--- src/rtl/pipeline_flow_ctrl.sv ---
// PC-path sequencing controller: resolves halt, taken branch and load-use events into
// PC/IF-ID/ID-EX strobes, and keeps run/stall/flush statistics.
module pipeline_flow_ctrl #(
    parameter int unsigned CNT_W = 32
) (
    input  logic             clk,
    input  logic             rst,
    input  logic             load_use,
    input  logic             branch,
    input  logic             halt,
    input  logic             go,
    output logic             pc_enable,
    output logic             ifid_enable,
    output logic             ifid_flush,
    output logic             idex_flush,
    output logic             running,
    output logic [CNT_W-1:0] cycle_cnt,
    output logic [CNT_W-1:0] stall_cnt,
    output logic [CNT_W-1:0] flush_cnt
);

    localparam logic [0:0] RUN    = 1'b0;
    localparam logic [0:0] HALTED = 1'b1;

    logic [0:0] state;
    logic [0:0] state_next;
    logic       go_q;
    logic       go_rise;
    logic       cycle_inc;
    logic       stall_inc;
    logic       flush_inc;

    assign go_rise = go & ~go_q;

    // Priority in RUN: halt > branch > load_use. Strobes are all low while rst is held.
    always_comb begin
        state_next  = state;
        pc_enable   = 1'b0;
        ifid_enable = 1'b0;
        ifid_flush  = 1'b0;
        idex_flush  = 1'b0;
        running     = 1'b0;
        cycle_inc   = 1'b0;
        stall_inc   = 1'b0;
        flush_inc   = 1'b0;
        if (!rst) begin
            if (state == RUN) begin
                running   = 1'b1;
                cycle_inc = 1'b1;
                if (halt) begin
                    idex_flush = 1'b1;
                    state_next = HALTED;
                end else if (branch) begin
                    // Instruction in ID is squashed, so a coincident load_use is moot.
                    pc_enable   = 1'b1;
                    ifid_enable = 1'b1;
                    ifid_flush  = 1'b1;
                    idex_flush  = 1'b1;
                    flush_inc   = 1'b1;
                end else if (load_use) begin
                    idex_flush = 1'b1;
                    stall_inc  = 1'b1;
                end else begin
                    pc_enable   = 1'b1;
                    ifid_enable = 1'b1;
                end
            end else begin
                // Bubbles drain MEM/WB while PC and IF/ID stay frozen.
                idex_flush = 1'b1;
                if (go_rise) begin
                    state_next = RUN;
                end
            end
        end
    end

    always_ff @(posedge clk) begin
        if (rst) begin
            state     <= RUN;
            go_q      <= 1'b1;  // a button held through reset must not count as a press
            cycle_cnt <= '0;
            stall_cnt <= '0;
            flush_cnt <= '0;
        end else begin
            state <= state_next;
            go_q  <= go;
            if (cycle_inc) cycle_cnt <= cycle_cnt + CNT_W'(1);
            if (stall_inc) stall_cnt <= stall_cnt + CNT_W'(1);
            if (flush_inc) flush_cnt <= flush_cnt + CNT_W'(1);
        end
    end

endmodule

--- config.mk ---
export PLATFORM = sky130hd
export DESIGN_NAME = pipeline_flow_ctrl
export DESIGN_NICKNAME = d
export VERILOG_FILES = /design/src/rtl/pipeline_flow_ctrl.sv
export SDC_FILE = /design/constraint.sdc
export NUM_CORES = 1
export LEC_CHECK = 0
export ABC_AREA = 1
export CAP_MARGIN = 20
export CORE_UTILIZATION = 45
export DETAILED_ROUTE_END_ITERATION = 8
export GPL_TIMING_DRIVEN = 0
export PLACE_DENSITY = 0.76
export SKIP_LAST_GASP = 1
export SLEW_MARGIN = 10
export SYNTH_ARGS = -nofsm -noshare
export SYNTH_HDL_FRONTEND = slang
export SYNTH_SLANG_ARGS = --single-unit
--- constraint.sdc ---
create_clock -name clk -period 3.2 [get_ports clk]
set_clock_uncertainty 0.05 [all_clocks]
set_input_delay 0.64 -clock clk [delete_from_list [all_inputs] [get_ports clk]]
set_output_delay 0.64 -clock clk [all_outputs]
set_load 0.02 [all_outputs]
==> results by group, run 1 <==
CTS
  • H-tree depth: 3
  • Root Buffer: clkbuf_16
  • Clock Sinks: 98
  • Clock latency on the worst-skew pair: 0.35 ns
  • CTS tree: yes
  • TritonCTS Buffers: 9
  • CTS Hold Bufs: 0
  • Worst-path clk slew: 0.06 ns
  • Post-CTS setup buffer count: 0
  • CTS max path bufs: 2
  • Post-CTS Resized: 0

Global routing
  • Tot GR Track Use: 23.38%
  • Grt ovf: 0
  • Initial antenna violation count: 0
  • Largest net degree at the start of global routing: 15
  • Vias in the first global route: 4960
  • Global-route wire length before repair: 23300 um

Power
  • Pleak: 2.696 nW
  • Maximum vdd drop: 0.0003822 V
  • Pwr/cell area: 361.4 mW/mm^2

Synth
  • Netlist Area Pre-Place: 0.005290 sq mm
  • Syn. warnings: 0
  • Sequential fraction of the synthesis area: 37.09%
  • Largest area contributor in the netlist: dfxtp_1
  • Syn Inst Count: 847
  • FF+latch count, synth: 98
  • Synth top area share: 37.09%
  • Most used DFF post-synth: dfxtp_1
  • Post-Syn Nets: 856
  • EDFF count, synth: 0
  • Post-Syn Area per Cell: 6.246 sq um
  • Yosys cell types: 33
  • Largest cells by area after synthesis: dfxtp_1 (37%), nand2_1 (15%), nor2_1 (12%)
  • Post-synth ARST share: 0%

Timing
  • Final setup fails: 0
  • TNS Setup: 0 ns
  • Final min period: 3.075 ns
  • Fin crit share: 96.10%
  • Final Hold Viols: 0
  • Least-Margin Pin Slew: 0.6539 ns
  • Unrepaired setup endpoints after global routing: false
  • Max_slew headroom: 56.40%
  • Fmax: 325.2 MHz
  • Slew Limit Fails: 0

Floorplan
  • Initial Utilization: 46.33%
  • Die Span X: 110.4 um
  • DIE AREA: 0.01219 sq mm
  • Num ports: 107
  • Core area: 0.01142 sq mm
  • Die Y: 110.4 um
  • # rows: 39

Routing
  • Final wirelength: 13920 um
  • Via count: 5553
  • Detail Route Antenna Nets: 0
  • Drt wl/cell: 12.51 um
  • DRT iter0 DRCs: 371
  • # DRC: 0
  • DR vias/cell: 4.994
  • TritonRoute pass-1 iters: 5

Setup path
  • Worst-path fanout max: 10
  • Worst Setup EP: idex_flush
  • Critical Path AT: 2.39 ns
  • CP startpoint: rst
  • Worst r2r src: cycle_cnt[0]
  • Crit start category: input port
  • RR Endpoint: cycle_cnt[28]
  • Reg2Reg Setup Slack: 1.40 ns
  • Reg2reg path depth: 9
  • Critical path class: in -> out
  • Required time worst endpoint: 2.51 ns
  • CP Capture Type: output port

Layout
  • Area grow syn2layout: 29.35%
  • Final instance area: 0.006843 sq mm
  • Most frequent cells in the layout: nand2_1 (217), nor2_1 (163), inv_1 (119)
  • Share of layout cells above drive strength 1: 4.438%
  • Antenna cells: 0
  • Most common cell after layout, fill and taps aside: nand2_1
  • Nets: 974

Placed design
  • Detailed Place HPWL: 10530 um
  • Port Buffer Count: 106
  • Placement Cell Area: 0.006530 sq mm
  • Routability cong.: 0.8982

Run
  • Max-cap violations: 0

Min path
  • Worst Min Path Start: cycle_cnt[6]
  • Hold Crit Class: reg -> reg

Outcome
  • Status: finished clean
## worst min path at each step
stage | end | slack [ns] | cells past startpoint
global placement | cycle_cnt[6] | 0.42 | 2
CTS | cycle_cnt[6] | 0.42 | 2
finish | cycle_cnt[6] | 0.43 | 2
floorplan | state | 0.42 | 2
detailed placement | cycle_cnt[6] | 0.41 | 2
global route | cycle_cnt[6] | 0.46 | 2
## flip-flops by register name (all words and copies together), names as in the netlist
name       count
state          1
stall_cnt     32
cycle_cnt     32
go_q           1
flush_cnt     32
## area by class of cell
class | count | area, sq um
multi-input combinational | 617 | 2828
clock inverter | 2 | 35.03
tap | 143 | 178.9
fill | 1099 | 4576
sequential | 98 | 1962
inverter | 121 | 455.4
clock buffer | 13 | 270.3
timing repair buffer | 107 | 1069
buffer | 11 | 45.04
## Yosys cell counts, types with 2 or more instances
cell type / number
nor3_1: 18
clkbuf_1: 8
a21oi_1: 47
nor2_1: 163
nor2_2: 8
nor3b_1: 3
o21bai_1: 2
dfxtp_1: 98
a31oi_1: 2
nand2_1: 217
nor2_4: 4
ha_1: 3
o21ai_0: 31
xor2_1: 3
nor2_8: 3
nand2_2: 4
nand4_1: 20
and2_1: 2
inv_1: 119
nand3_2: 3
buf_1: 2
nand3b_1: 2
nand3_1: 73
o21a_1: 3
## worst max-delay path, cell delays in order
cell             delay, ns
clkdlybuf4s50_1       0.63
clkbuf_1              0.47
a31oi_1               0.08
clkdlybuf4s50_1       0.56
## kinds of logic (layout without fill, tap and decap cells)
kind of cell | after synthesis | in the layout | synth area share (%)
xor+xnor | 4 | 4 | 0.6624
fa+ha+maj | 3 | 3 | 0.7096
simple gates | 525 | 525 | 43.76
compound gates | 85 | 85 | 8.325
buf+inv | 132 | 254 | 9.461
flops | 98 | 98 | 37.09
## routing by layer
layer,vias up,global-route usage [%],wire length (um)
met5,-,0,0
met2,155,37.85,6383
met4,0,7.556,244
met3,18,5.379,753
met1,2462,30.72,6535
li1,2918,-,-
## through the flow
| stage | util (%) | total power [mW] | worst slack, ns | std cells | hold slack [ns] |
|---|---|---|---|---|---|
| 3_5_place_dp | 57.19 | 1.378 | 0.05674 | 1096 | 0.4130 |
| 3_3_place_gp | 57.19 | 1.375 | 0.06697 | 1096 | 0.4169 |
| 6_report | 59.93 | 2.473 | 0.1248 | 1112 | 0.4273 |
| 2_1_floorplan | - | 1.326 | 1.006 | 847 | 0.4218 |
| 5_1_grt | 59.93 | 2.559 | 0.05269 | 1112 | 0.4628 |
| 4_1_cts | 59.86 | 2.497 | 0.05963 | 1111 | 0.4233 |
## report_power, final
group	switching, mW	internal (mW)	leakage, nW	total [mW]
sequential	0.00907	1.23	0.790	1.23
clock	0.457	0.665	0.152	1.12
combinational	0.0755	0.0406	1.75	0.116
total	0.542	1.93	2.70	2.47
Note: power is estimated with default switching activity, not from simulation.
==> run 2, diff against run 1 <==
--- a/config.mk
+++ b/config.mk
@@ -7,10 +7,10 @@
 export LEC_CHECK = 0
 export ABC_AREA = 1
 export CAP_MARGIN = 20
-export CORE_UTILIZATION = 45
+export CORE_UTILIZATION = 30
 export DETAILED_ROUTE_END_ITERATION = 8
 export GPL_TIMING_DRIVEN = 0
-export PLACE_DENSITY = 0.76
+export PLACE_DENSITY = 0.56
 export SKIP_LAST_GASP = 1
 export SLEW_MARGIN = 10
 export SYNTH_ARGS = -nofsm -noshare
==> run 2 against run 1 <==
  * Via count decreased by 1.9%
  * Sequential share of layout area shrank 0.21 points
  * Register-to-register slack barely moved
  * Non-clock buffer count did not move
  * Largest cell class unchanged
  * Highest routed layer unchanged
==> results by group, run 2 (same netlist as run 1, synthesis figures left out) <==
Timing
  • Max_slew headroom: 50.09% (-6.3 points)
  • Slew Limit Fails: 0 (unchanged)
  • Fmax: 322.7 MHz (-0.76%)
  • Fin crit share: 96.84% (+0.74 points)
  • Final min period: 3.099 ns (+0.02366 ns)
  • Hold WS: 0.4194 ns (-0.007915 ns)
  • Least-Margin Pin Slew: 0.7487 ns (+0.09473 ns)
  • Unrepaired setup endpoints after global routing: false
  • Final setup fails: 0 (unchanged)
  • Final Hold Viols: 0 (unchanged)

Global routing
  • Initial antenna violation count: 1 (+1)
  • Global-route wire length before repair: 24220 um (+3.9%)
  • Grt ovf: 0 (unchanged)
  • Tot GR Track Use: 17.11% (-6.3 points)
  • Vias in the first global route: 4644 (-6.4%)
  • Largest net degree at the start of global routing: 14 (-1)

Run
  • Max-cap violations: 0 (unchanged)

CTS
  • Root Buffer: clkbuf_16
  • CTS Hold Bufs: 0 (unchanged)
  • CTS max path bufs: 2 (unchanged)
  • TritonCTS Buffers: 9 (unchanged)
  • Worst-path clk slew: 0.06 ns (about the same)
  • Clock latency on the worst-skew pair: 0.34 ns (about the same)
  • CTS tree: yes
  • H-tree depth: 3 (unchanged)
  • Clock Sinks: 98 (unchanged)

Power
  • Comb power frac: 5.0% (+0.3 points)
  • Pleak: 2.670 nW (-0.96%)
  • Clk pwr share: 42.2% (-3.2 points)
  • Net Sw Frac: 23.13% (+1.2 points)
  • Sequential Power Share: 52.8% (+2.9 points)
  • Net Switching: 540.9 uW (-0.17%)
  • Pwr/cell area: 339.2 mW/mm^2 (-6.2%)
  • Maximum vdd drop: 0.0002426 V (-37%)
  • Tot Pwr: 2.338 mW (-5.5%)
  • Int Pwr: 1.797 mW (-6.9%)

Layout
  • Non-filler instance count after layout: 1192 (+7.2%)
  • Nets: 974 (unchanged)
  • Most common cell after layout, fill and taps aside: nand2_1
  • Most frequent cells in the layout: nand2_1 (217), nor2_1 (162), inv_1 (119)
  • Area grow syn2layout: 30.32%
  • Top Registers: cycle_cnt: 32 flops, flush_cnt: 32 flops, stall_cnt: 32 flops
  • Share of layout cells above drive strength 1: 4.348% (-0.090 points)

Setup path
  • Reg2Reg Setup Slack: 1.39 ns (about the same)
  • Crit start category: input port
  • Slowest cell delay on critical path: 0.58 ns (-0.05 ns)
  • Critical-path top delay cell: clkdlybuf4s50_1
  • CP Capture Type: output port
  • Required time worst endpoint: 2.51 ns (about the same)
  • Critical path class: in -> out
  • Worst-path fanout max: 4 (-6)
  • Most used cell, CP: clkdlybuf4s50_1
  • Crit-path cells: clkdlybuf4s50_1, nor2_8, nand2_2, nor2_2, buf_4, clkdlybuf4s50_1
  • Critical Path AT: 2.41 ns (+0.02 ns)

Min path
  • Hold Crit Class: reg -> reg

Floorplan
  • Die Y: 134.8 um (+22%)
  • Num ports: 107 (unchanged)
  • DIE AREA: 0.01817 sq mm (+49%)
  • Die Span X: 134.8 um (+22%)
  • Initial Utilization: 30.69% (-16 points)
  • # rows: 48 (+23%)
  • Core area: 0.01724 sq mm (+51%)

Routing
  • TritonRoute pass-1 iters: 5 (unchanged)
  • Via count: 5450 (-1.9%)
  • Drt wl/cell: 12.85 um (+2.7%)
  • DR vias/cell: 4.572 (-8.4%)
  • Detail Route Antenna Nets: 0 (unchanged)
  • Final wirelength: 15320 um (+10%)
  • # DRC: 0 (unchanged)
  • DRT iter0 DRCs: 313 (-16%)

Outcome
  • Status: finished clean

Placed design
  • Port Buffer Count: 106 (unchanged)
  • Routability cong.: 0.8277 (-7.8%)
  • DP Cell Count: 1178 (+7.5%)
  • Detailed Place HPWL: 11730 um (+11%)
[run 2: worst paths after layout]
path	start	end	cells after the start
max reg2reg	flush_cnt[1]	flush_cnt[28]	7
min	cycle_cnt[6]	cycle_cnt[6]	2
max	rst	pc_enable	6
min reg2reg	cycle_cnt[6]	cycle_cnt[6]	2
[run 2: through the flow]
stage / setup WS (ns) / area, sq um / TNS [ns] / util (%)
after floorplan: 1.006 / 5290 / 0 / -
after global routing: 0.03493 / 6892 / 0 / 39.98
after detailed placement: -0.1005 / 6633 / -0.1241 / 38.48
final: 0.1011 / 6894 / 0 / 40.00
after global placement: -0.09625 / 6633 / -0.1297 / 38.48
after CTS: -0.01412 / 6884 / -0.01412 / 39.94
[run 2: layer usage]
| metal | wire [um] | global-route usage, % | up-vias | share of wire [%] |
|---|---|---|---|---|
| met3 | 631 | 2.665 | 11 | 4.1 |
| li1 | - | - | 2916 | - |
| met4 | 173 | 5.431 | 0 | 1.1 |
| met5 | 0 | 0 | - | 0 |
| met1 | 7614 | 22.87 | 2412 | 50 |
| met2 | 6901 | 28.15 | 111 | 45 |
[run 2: repair_timing]
| item | CTS | global route |
|---|---|---|
| gates cloned | 0 | 0 |
| setup buffers | 0 | 1 |
| gates resized for setup | 2 | 0 |
| pin swaps | 0 | 1 |
| setup endpoints to repair | 3 | 2 |
[run 2: final cells by class]
type                            instances  area, sq um
Fill cell                            1856        10340
Multi-Input combinational cell        617         2830
Clock inverter                          1        5.005
Antenna cell                            1        2.502
Sequential cell                        98         1962
Tap cell                              225        281.5
Timing Repair Buffer                  107         1069
Clock buffer                           11        242.7
Inverter                              121        455.4
Buffer                                 11        46.29
[run 2: critical path, delay by kind of cell]
kind	cells	cell delay, ns
buf+inv	3	1.25
simple gates	3	0.50
[run 2: power by group through the flow]
stage | logic, mW | registers [mW] | clock network (mW)
after detailed placement | 0.117 | 1.26 | 0
final | 0.117 | 1.23 | 0.987
after floorplan | 0.0601 | 1.27 | 0
after global routing | 0.130 | 1.23 | 1.06
after global placement | 0.117 | 1.26 | 0
after CTS | 0.118 | 1.23 | 1.02
